[config.mk]
export PLATFORM = sky130hd
export DESIGN_NAME = bp_be_sys_retire_stage
export DESIGN_NICKNAME = d
export VERILOG_FILES = /design/src/rtl/bp_be_pkg.sv /design/src/rtl/bp_be_sys_retire_lane.sv /design/src/rtl/bp_be_sys_retire_stage.sv
export SDC_FILE = /design/constraint.sdc
export NUM_CORES = 1
export LEC_CHECK = 0
export BUFFER_PORTS_ARGS = -buffer_cell sky130_fd_sc_hd__buf_2
export CORE_AREA = 2 2 238 240
export CTS_CLUSTER_DIAMETER = 40
export DETAILED_ROUTE_END_ITERATION = 16
export DIE_AREA = 0 0 240 242
export HOLD_SLACK_MARGIN = 0.02
export MAX_ROUTING_LAYER = met4
export SETUP_SLACK_MARGIN = 0.1
export SLEW_MARGIN = 20
export SYNTH_ARGS = -nofsm -noshare
export SYNTH_HDL_FRONTEND = slang
export SYNTH_SLANG_ARGS = --single-unit
[constraint.sdc]
create_clock -name clk_i -period 2.9 [get_ports clk_i]
set_input_delay 0.725 -clock clk_i [delete_from_list [all_inputs] [get_ports clk_i]]
set_output_delay 0.725 -clock clk_i [all_outputs]
set_load 0.02 [all_outputs]
[src/rtl/bp_be_pkg.sv]
// bp_be_pkg: shared types and constants for the system-pipe retire stage.
//   - bp_lanes_max_gp      : maximum number of retire lanes
//   - bp_pc_max_w_gp       : storage width of the PC field in a stage entry
//   - bp_opcode_system_gp  : RISC-V SYSTEM major opcode
//   - bp_csr_funct3_e      : CSR instruction funct3 encodings
//   - bp_be_sys_stage_s    : one shift-register stage payload (valid kept separately)
//   - bp_popcount4         : population count over the maximum lane vector
package bp_be_pkg;

    localparam int unsigned bp_lanes_max_gp     = 4;
    localparam int unsigned bp_pc_max_w_gp      = 64;
    localparam logic [6:0]  bp_opcode_system_gp = 7'b1110011;

    typedef enum logic [2:0] {
        CsrRw  = 3'b001,
        CsrRs  = 3'b010,
        CsrRc  = 3'b011,
        CsrRwi = 3'b101,
        CsrRsi = 3'b110,
        CsrRci = 3'b111
    } bp_csr_funct3_e;

    // Valid bits live outside the struct so only they carry the async reset.
    typedef struct packed {
        logic [bp_pc_max_w_gp-1:0] pc;
        logic [63:0]               vaddr;
        logic [63:0]               rs2;
        logic [31:0]               instr;
        logic                      iscore;
        logic                      fscore;
        logic                      spec_w;
    } bp_be_sys_stage_s;

    function automatic logic [2:0] bp_popcount4(input logic [bp_lanes_max_gp-1:0] v);
        return 3'(v[0]) + 3'(v[1]) + 3'(v[2]) + 3'(v[3]);
    endfunction

endpackage

[src/rtl/bp_be_sys_retire_lane.sv]
// bp_be_sys_retire_lane: one retire lane. Holds a depth_p-stage shift register of issued
// system ops and computes CSR read-modify-write data for the op in the last stage.
// Ports:
//   clk_i, reset_n_i, flush_i        : clock, async active-low reset, valid-kill
//   issue_*_i                        : fields captured into stage 0 every cycle
//   retire_queue_v_i, retire_data_i  : CSR RMW qualifier and old CSR / writeback data
//   tail_v_o, any_v_o                : last-stage valid, OR of all stage valids
//   npc_o, vaddr_o, instr_o          : last-stage next PC, rs1+imm, instruction
//   data_o                           : CSR RMW result (or retire_data_i passthrough)
//   iscore_o, fscore_o, spec_w_o     : last-stage scoreboard flags
module bp_be_sys_retire_lane
    import bp_be_pkg::*;
#(
    parameter int unsigned depth_p       = 2,
    parameter int unsigned vaddr_width_p = 39
) (
    input  logic                     clk_i,
    input  logic                     reset_n_i,
    input  logic                     flush_i,
    input  logic                     issue_v_i,
    input  logic [vaddr_width_p-1:0] issue_pc_i,
    input  logic [63:0]              issue_rs1_i,
    input  logic [63:0]              issue_imm_i,
    input  logic [63:0]              issue_rs2_i,
    input  logic [31:0]              issue_instr_i,
    input  logic                     issue_iscore_i,
    input  logic                     issue_fscore_i,
    input  logic                     issue_spec_w_i,
    input  logic                     retire_queue_v_i,
    input  logic [63:0]              retire_data_i,
    output logic                     tail_v_o,
    output logic                     any_v_o,
    output logic [vaddr_width_p-1:0] npc_o,
    output logic [63:0]              vaddr_o,
    output logic [63:0]              data_o,
    output logic [31:0]              instr_o,
    output logic                     iscore_o,
    output logic                     fscore_o,
    output logic                     spec_w_o
);

    logic [depth_p-1:0] r_v;
    logic [depth_p-1:0] w_v_d;
    bp_be_sys_stage_s   r_stage [depth_p];
    bp_be_sys_stage_s   w_issue;
    bp_be_sys_stage_s   w_tail;
    logic [63:0]        w_npc;
    logic [63:0]        w_zimm;
    logic               w_unused_lane;

    always_comb begin
        w_issue                        = '0;
        w_issue.pc[vaddr_width_p-1:0]  = issue_pc_i;
        w_issue.vaddr                  = issue_rs1_i + issue_imm_i;
        w_issue.rs2                    = issue_rs2_i;
        w_issue.instr                  = issue_instr_i;
        w_issue.iscore                 = issue_iscore_i;
        w_issue.fscore                 = issue_fscore_i;
        w_issue.spec_w                 = issue_spec_w_i;
    end

    // Flush wins over the same-cycle capture.
    always_comb begin
        w_v_d = '0;
        if (!flush_i) begin
            w_v_d[0] = issue_v_i;
            for (int i = 1; i < int'(depth_p); i++) begin
                w_v_d[i] = r_v[i-1];
            end
        end
    end

    always_ff @(posedge clk_i or negedge reset_n_i) begin
        if (!reset_n_i) begin
            r_v <= '0;
        end else begin
            r_v <= w_v_d;
        end
    end

    // Payload is not reset and is not cleared by flush; only valids matter.
    always_ff @(posedge clk_i) begin
        r_stage[0] <= w_issue;
        for (int i = 1; i < int'(depth_p); i++) begin
            r_stage[i] <= r_stage[i-1];
        end
    end

    assign w_tail   = r_stage[depth_p-1];
    assign tail_v_o = r_v[depth_p-1];
    assign any_v_o  = |r_v;
    assign w_npc    = w_tail.pc + 64'd4;
    assign npc_o    = w_npc[vaddr_width_p-1:0];
    assign vaddr_o  = w_tail.vaddr;
    assign instr_o  = w_tail.instr;
    assign iscore_o = w_tail.iscore;
    assign fscore_o = w_tail.fscore;
    assign spec_w_o = w_tail.spec_w;

    // rs2 is staged for downstream consumers but not needed by this lane's outputs.
    assign w_unused_lane = ^{w_npc, w_tail.rs2};

    always_comb begin
        w_zimm = {59'd0, w_tail.instr[19:15]};
        data_o = retire_data_i;
        if (retire_queue_v_i && (w_tail.instr[6:0] == bp_opcode_system_gp)) begin
            case (w_tail.instr[14:12])
                CsrRsi:  data_o = w_zimm | retire_data_i;
                CsrRci:  data_o = ~w_zimm & retire_data_i;
                CsrRwi:  data_o = w_zimm;
                CsrRs:   data_o = w_tail.vaddr | retire_data_i;
                CsrRc:   data_o = ~w_tail.vaddr & retire_data_i;
                CsrRw:   data_o = w_tail.vaddr;
                default: data_o = retire_data_i;
            endcase
        end
    end

endmodule

[src/rtl/bp_be_sys_retire_stage.sv]
// bp_be_sys_retire_stage: multi-lane retire staging pipe for the system pipe.
// Each lane delays issued ops by depth_p cycles; retire outputs are combinational from the
// last stage and the retire qualifiers. Lane 0 is oldest: an excepting retire in lane j
// squashes instret in every younger lane.
// Optional feature: define BP_BE_SYS_INSTRET_CNT_EN to build a 64-bit retired-instruction
// counter; otherwise instret_cnt_o is tied to zero.
// Ports:
//   clk_i, reset_n_i, flush_i            : clock, async active-low reset, kill staged ops
//   issue_*_i                            : per-lane issue fields (packed, lane 0 in LSBs)
//   retire_{v,queue_v,exc,special}_i     : per-lane retire qualifiers
//   retire_data_i                        : per-lane old CSR / writeback data
//   retire_{v,instret,iscore,fscore}_o   : per-lane retire strobes
//   retire_{npc,vaddr,data,instr}_o      : per-lane retire payload
//   instret_cnt_o, pending_o             : retired count, any staged op valid
module bp_be_sys_retire_stage
    import bp_be_pkg::*;
#(
    parameter int unsigned lanes_p       = 1,
    parameter int unsigned depth_p       = 2,
    parameter int unsigned vaddr_width_p = 39
) (
    input  logic                             clk_i,
    input  logic                             reset_n_i,
    input  logic                             flush_i,
    input  logic [lanes_p-1:0]               issue_v_i,
    input  logic [lanes_p*vaddr_width_p-1:0] issue_pc_i,
    input  logic [lanes_p*64-1:0]            issue_rs1_i,
    input  logic [lanes_p*64-1:0]            issue_imm_i,
    input  logic [lanes_p*64-1:0]            issue_rs2_i,
    input  logic [lanes_p*32-1:0]            issue_instr_i,
    input  logic [lanes_p-1:0]               issue_iscore_i,
    input  logic [lanes_p-1:0]               issue_fscore_i,
    input  logic [lanes_p-1:0]               issue_spec_w_i,
    input  logic [lanes_p-1:0]               retire_v_i,
    input  logic [lanes_p-1:0]               retire_queue_v_i,
    input  logic [lanes_p-1:0]               retire_exc_i,
    input  logic [lanes_p-1:0]               retire_special_i,
    input  logic [lanes_p*64-1:0]            retire_data_i,
    output logic [lanes_p-1:0]               retire_v_o,
    output logic [lanes_p-1:0]               retire_instret_o,
    output logic [lanes_p-1:0]               retire_iscore_o,
    output logic [lanes_p-1:0]               retire_fscore_o,
    output logic [lanes_p*vaddr_width_p-1:0] retire_npc_o,
    output logic [lanes_p*64-1:0]            retire_vaddr_o,
    output logic [lanes_p*64-1:0]            retire_data_o,
    output logic [lanes_p*32-1:0]            retire_instr_o,
    output logic [63:0]                      instret_cnt_o,
    output logic                             pending_o
);

    logic [lanes_p-1:0] w_tail_v;
    logic [lanes_p-1:0] w_any_v;
    logic [lanes_p-1:0] w_iscore;
    logic [lanes_p-1:0] w_fscore;
    logic [lanes_p-1:0] w_spec_w;
    logic               w_older_exc;

    for (genvar k = 0; k < lanes_p; k++) begin : g_lane
        bp_be_sys_retire_lane #(
            .depth_p       (depth_p),
            .vaddr_width_p (vaddr_width_p)
        ) u_lane (
            .clk_i            (clk_i),
            .reset_n_i        (reset_n_i),
            .flush_i          (flush_i),
            .issue_v_i        (issue_v_i[k]),
            .issue_pc_i       (issue_pc_i[k*vaddr_width_p +: vaddr_width_p]),
            .issue_rs1_i      (issue_rs1_i[k*64 +: 64]),
            .issue_imm_i      (issue_imm_i[k*64 +: 64]),
            .issue_rs2_i      (issue_rs2_i[k*64 +: 64]),
            .issue_instr_i    (issue_instr_i[k*32 +: 32]),
            .issue_iscore_i   (issue_iscore_i[k]),
            .issue_fscore_i   (issue_fscore_i[k]),
            .issue_spec_w_i   (issue_spec_w_i[k]),
            .retire_queue_v_i (retire_queue_v_i[k]),
            .retire_data_i    (retire_data_i[k*64 +: 64]),
            .tail_v_o         (w_tail_v[k]),
            .any_v_o          (w_any_v[k]),
            .npc_o            (retire_npc_o[k*vaddr_width_p +: vaddr_width_p]),
            .vaddr_o          (retire_vaddr_o[k*64 +: 64]),
            .data_o           (retire_data_o[k*64 +: 64]),
            .instr_o          (retire_instr_o[k*32 +: 32]),
            .iscore_o         (w_iscore[k]),
            .fscore_o         (w_fscore[k]),
            .spec_w_o         (w_spec_w[k])
        );
    end

    assign pending_o = |w_any_v;

    // Walk lanes oldest-first so an exception in an older lane blocks all younger instret.
    always_comb begin
        retire_v_o       = retire_v_i & w_tail_v;
        retire_instret_o = '0;
        retire_iscore_o  = '0;
        retire_fscore_o  = '0;
        w_older_exc      = 1'b0;
        for (int k = 0; k < int'(lanes_p); k++) begin
            retire_instret_o[k] = retire_v_o[k] & retire_queue_v_i[k] & ~retire_exc_i[k]
                                & ~w_older_exc;
            retire_iscore_o[k]  = retire_instret_o[k] & w_iscore[k]
                                & (~w_spec_w[k] | retire_special_i[k]);
            retire_fscore_o[k]  = retire_instret_o[k] & w_fscore[k]
                                & (~w_spec_w[k] | retire_special_i[k]);
            w_older_exc         = w_older_exc | (retire_v_o[k] & retire_exc_i[k]);
        end
    end

`ifdef BP_BE_SYS_INSTRET_CNT_EN
    logic [63:0]                r_instret_cnt;
    logic [bp_lanes_max_gp-1:0] w_instret_pad;

    always_comb begin
        w_instret_pad                = '0;
        w_instret_pad[lanes_p-1:0]   = retire_instret_o;
    end

    // Counts architectural retirement only, so flush does not touch it.
    always_ff @(posedge clk_i or negedge reset_n_i) begin
        if (!reset_n_i) begin
            r_instret_cnt <= '0;
        end else begin
            r_instret_cnt <= r_instret_cnt + 64'(bp_popcount4(w_instret_pad));
        end
    end

    assign instret_cnt_o = r_instret_cnt;
`else
    assign instret_cnt_o = '0;
`endif

endmodule

### After elaboration in Yosys (flattened, before gate mapping)

Memories as Yosys holds them, arrays and structs flattened.
Cells that the tools add are included.

| operators by class | value |
|---|---|
| add/sub/neg operators | 2 |
| equality and inequality tests | 7 |
| mux-type cells | 3 |
| bitwise gates (word level) | 16 |
| reduce and logical (&&, ||, !) cells | 2 |

Operators with widths:

| kind | count |
|---|---|
| $pmux W64 S6 | 1 |
| $and A64 B64 Y64 | 2 |
| $add A64 B64 Y64 | 1 |
| $mux W64 | 1 |
| $not A5 Y64 | 1 |
| $not A64 Y64 | 1 |
| $or A5 B64 Y64 | 1 |
| $or A64 B64 Y64 | 1 |
| $add A39 B3 Y39 const B | 1 |
| $eq A3 B3 Y1 const B | 3 |
| $and A1 B1 Y1 | 7 |
| $eq A7 B7 Y1 const B | 1 |
| $eq A3 B2 Y1 const B | 2 |
| $eq A3 B1 Y1 const B | 1 |
| $mux W2 | 1 |
| $not A1 Y1 | 2 |
| $reduce_or A2 Y1 | 1 |
| $logic_and A1 B1 Y1 | 1 |
| $or A1 B1 Y1 | 1 |

| word-level totals | value |
|---|---|
| bits in registers | 2 |
| RAM bits | 454 |
| input bits | 338 |
| output and inout bits | 268 |
| logic and storage cells | 32 |
| memories kept | 1 |

Memories:

| name | depth | width | rd ports | clocked after memory_dff | wr ports | line | source |
|---|---|---|---|---|---|---|---|
| g_lane[0].u_lane.r_stage | 2 | 227 | 2 | 0 | 2 | bp_be_sys_retire_lane.sv:44 | `bp_be_sys_stage_s r_stage [depth_p];` |

### Longest topological paths before layout

| depth | value |
|---|---|
| depth after elaboration | 5 |
| mapped depth | 11 |
| gate-level depth less buffers | 11 |

### Hierarchy

A second synthesis with hierarchy kept.

| unflattened totals | value |
|---|---|
| cell total of the unflattened synthesis | 1,379 |
| area total of the unflattened synthesis | 12,378.1 sq um |

Modules (own cells, without submodules):

| module | instances | cells an instance | area an instance (sq um) | sequential area each (sq um) |
|---|---|---|---|---|
| bp_be_sys_retire_lane | 1 | 1,308 | 11,837.6 | 5,575.3 |
| bp_be_sys_retire_stage | 1 | 71 | 540.5 | 0.0 |

### Worst setup path before layout

No wires, ideal clock.

| timing | value |
|---|---|
| path kind | input to register |
| start | input issue_rs1_i[0] |
| end | memory g_lane[0].u_lane.r_stage[0][155] (netlist bit) |
| library setup time | 0.127 ns |
| arrival time | 3.089 ns |
| required time | 2.773 ns |
| path slack | -0.316 ns |
| cell stages on the path | 11 |
| path buffers | 0 |
| path through | ha_1 > fa_1 > a21o_1 > a221oi_1 > and3b_1 > and4bb_2 > o21ai_0 > nand3_1 > a31oi_1 > o21ai_0 > xor2_1 |

RTL lines:

| element | line | source |
|---|---|---|
| from (decl) | bp_be_sys_retire_stage.sv:27 | `input logic [lanes_p*64-1:0] issue_rs1_i,` |
| to (decl) | bp_be_sys_retire_lane.sv:44 |  |

==> qor.yml <==
outcome: "complete, but fails checks"
failed_checks: "negative setup slack"
ios: 606
die_h_um: 242
hpwlAfterDp_um: 33200
syn_area_um2: 12200
powerDensity_nw_per_um2: 671
initial_core_util_pct: 21.9
portBuffers: 477
synth_warnings: 0
path_buf_inv: 4
fmax_mhz: 295
worst-setup-path-type: "reg -> out"
drc: 0
synth_cell_types: 64
syn_area_per_cell_um2: 9.72
synth_edf_count: 0
place_congestion: 0.912
power.total_mw: 12.8
period_minus_slack_ns: 3.39
period_share_pct: 117
cp_data_arrival_time_ns: 2.66
reg2reg_slack_ns: 2.29
ys_ff_latch: 278
ant_nets: 0
dr.max_layer_used: "met4"
clockBufferDepth: 3
synth_seq_area_share_pct: 45.6
worstSkewPairLatency_ns: 0.56
p_leak_nw: 9.03
synth_xor_area_share_pct: 6.88
endpoint_kind: "output pin"
syn_to_final_growth_pct: 56.5
worst_slew_pin_slew_ns: 0.612
dieArea_um2: 58100
synth_fa_ha_area_share_pct: 6.72
drt-total-wl_um: 44800
synth-simple-area-share_pct: 10.2
synth-compound-area-share_pct: 18.2
grt_use_total_pct: 14.2
slowest_stage: "dfxtp_4"
maxCapViolations: 0
wl_per_cell_um: 16.9
required_ns: 2.17
clk_pin_slew_ns: 0.06
n_antenna_cell: 0
drt_iter0_markers: 670
yosys-mux-area-fraction_pct: 0.491
fp.coreArea_um2: 55700
firstDrtPassIters: 5
rsz0062_at_grt: "true"
grt_max_degree: 30
grt.overflow.total: 0
final_hold_viol_count: 0
slew_headroom_pct: 58.8
ir_drop_mv: 0.371
synthFlopType: "dfxtp_1"
grt_pass1_vias: 11400
cts_tree: "built"
grt_pass1_wl_um: 62500
setup_violations: 84
dieWidth_um: 240
wl_met3_um: 3070
final_nets: 2253
final_core_util_pct: 34.3
cp_slowest_stage_delay_ns: 0.36
cp_top_family: "compound AO/OA/AOI/OAI gates"
num_rows: 87
worstPathCellList: "nor4bb_4 > buf_4 > o211ai_1 > a21oi_4 > buf_12 > clkbuf_16 > o21ai_0 > a22o_1 > buf_6"
antenna_found_initial: 0
drive_gt1_share_pct: 47.0
synth_top_family_by_area: "compound AO/OA/AOI/OAI gates"
setup_ws_ns: -0.489
dp_slack_ns: -0.670
met2_length_um: 21800
h-tree-depth: 2
hp-class: "in -> reg"
cts-root-buf: "clkbuf_16"
final_max_slew_viol_count: 0
num_vias: 11400
drt-met1-wl_um: 18600
vias_per_cell: 4.30
hold_ws_ns: 0.258
syn_inst: 1257
critPathLaunchType: "register"
async_flop_share_pct: 0.719
cts.sinks: 278
skew_ns: 0.00870
cp_max_fo: 14
cts_made_buffers: 48
==> cell usage after synthesis, types with 28 or more instances <==
cell      count  area, um2
xnor2_1      68        596
nor2_1       59        221
a21o_1       28        210
a22o_1       59        517
clkbuf_1     42        158
xor2_1       28        245
buf_4       162       1220
o21ai_0      93        465
a21oi_1      77        385
ha_1         64        801
nand2_1      67        251
dfxtp_1     276       5530
==> power breakdown <==
group / total [mW] / switching [mW] / internal [mW]
combinational: 2.51 / 1.41 / 1.10
sequential: 4.72 / 0.357 / 4.36
clock: 5.60 / 2.11 / 3.49
total: 12.8 / 3.88 / 8.95
==> stage by stage <==
step / TNS (ns) / area, um2 / std cells
detailed placement: -40.75 / 15900 / 2518
global route: -45.33 / 19100 / 2646
CTS: -37.08 / 18400 / 2629
floorplan: -0.673 / 12600 / 1320
global placement: -39.98 / 15900 / 2518
finish: -33.33 / 19100 / 2646
==> cell families (layout without fill, tap and decap cells) <==
group                    Yosys count  count (layout)
AO/OA/AOI/OAI                    335             335
multiplexers                       6               6
XOR/XNOR                          96              96
other                              1              64
buffers and inverters            224             794
AND/OR/NAND/NOR                  252             252
flip-flops                       278             278
adder cells (fa/ha/maj)           65              65
==> placed cells by master (no fill, tap or decap), types with 28 or more instances in the layout <==
master	instances
o21ai_0	59
buf_4	205
dfxtp_1	265
a22o_1	59
a21oi_1	69
nand2_1	57
buf_2	388
conb_1	64
xnor2_1	54
o21ai_1	28
ha_1	59
clkbuf_16	53
a21o_1	28
nor2_1	49
buf_6	73
==> layer usage <==
| metal | up-vias | track usage (%) |
|---|---|---|
| met5 | - | - |
| met4 | 0 | 6.36 |
| met3 | 87 | 2.70 |
| met2 | 462 | 23.9 |
| met1 | 5402 | 16.4 |
| li1 | 5427 | - |
==> state kept, by name, indices dropped and copies added, names as in the netlist <==
signal,flops
g_lane.u_lane.r_stage,276
g_lane.u_lane.r_v,2
==> worst paths after layout <==
kind / from / to / cells after the start
worst max-delay path: g_lane[0].u_lane.r_stage[0][232]$_DFF_P_ / retire_data_o[6] / 9
worst min-delay path: issue_instr_i[11] / g_lane[0].u_lane.r_stage[0][14]$_DFF_P_ / 1
worst max register to register: g_lane[0].u_lane.r_v[0]$_DFF_PN0_ / g_lane[0].u_lane.r_v[1]$_DFF_PN0_ / 1
worst min register to register: g_lane[0].u_lane.r_stage[0][197]$_DFF_P_ / g_lane[0].u_lane.r_stage[0][424]$_DFF_P_ / 0
max in group asynchronous: reset_n_i / g_lane[0].u_lane.r_v[1]$_DFF_PN0_ / 2
min in group asynchronous: reset_n_i / g_lane[0].u_lane.r_v[0]$_DFF_PN0_ / 2
==> layout make-up <==
type | instances | area, um2
fillers | 5613 | 36600
multi-input cells | 818 | 6160
flip-flops and latches | 278 | 5590
repair buffers | 685 | 4720
clock buffers | 54 | 1260
well taps | 756 | 946
clock inverters | 36 | 377
inverters | 19 | 71.3
==> timing repair <==
item	4_1_cts	5_1_grt
setup buffers	18	12
hold endpoints to repair	2	0
gates cloned	2	7
hold buffers	1	0
pin swaps	40	63
setup endpoints to repair	115	112
resized for setup	186	143
No activity file was read; power rests on OpenSTA's default activity.
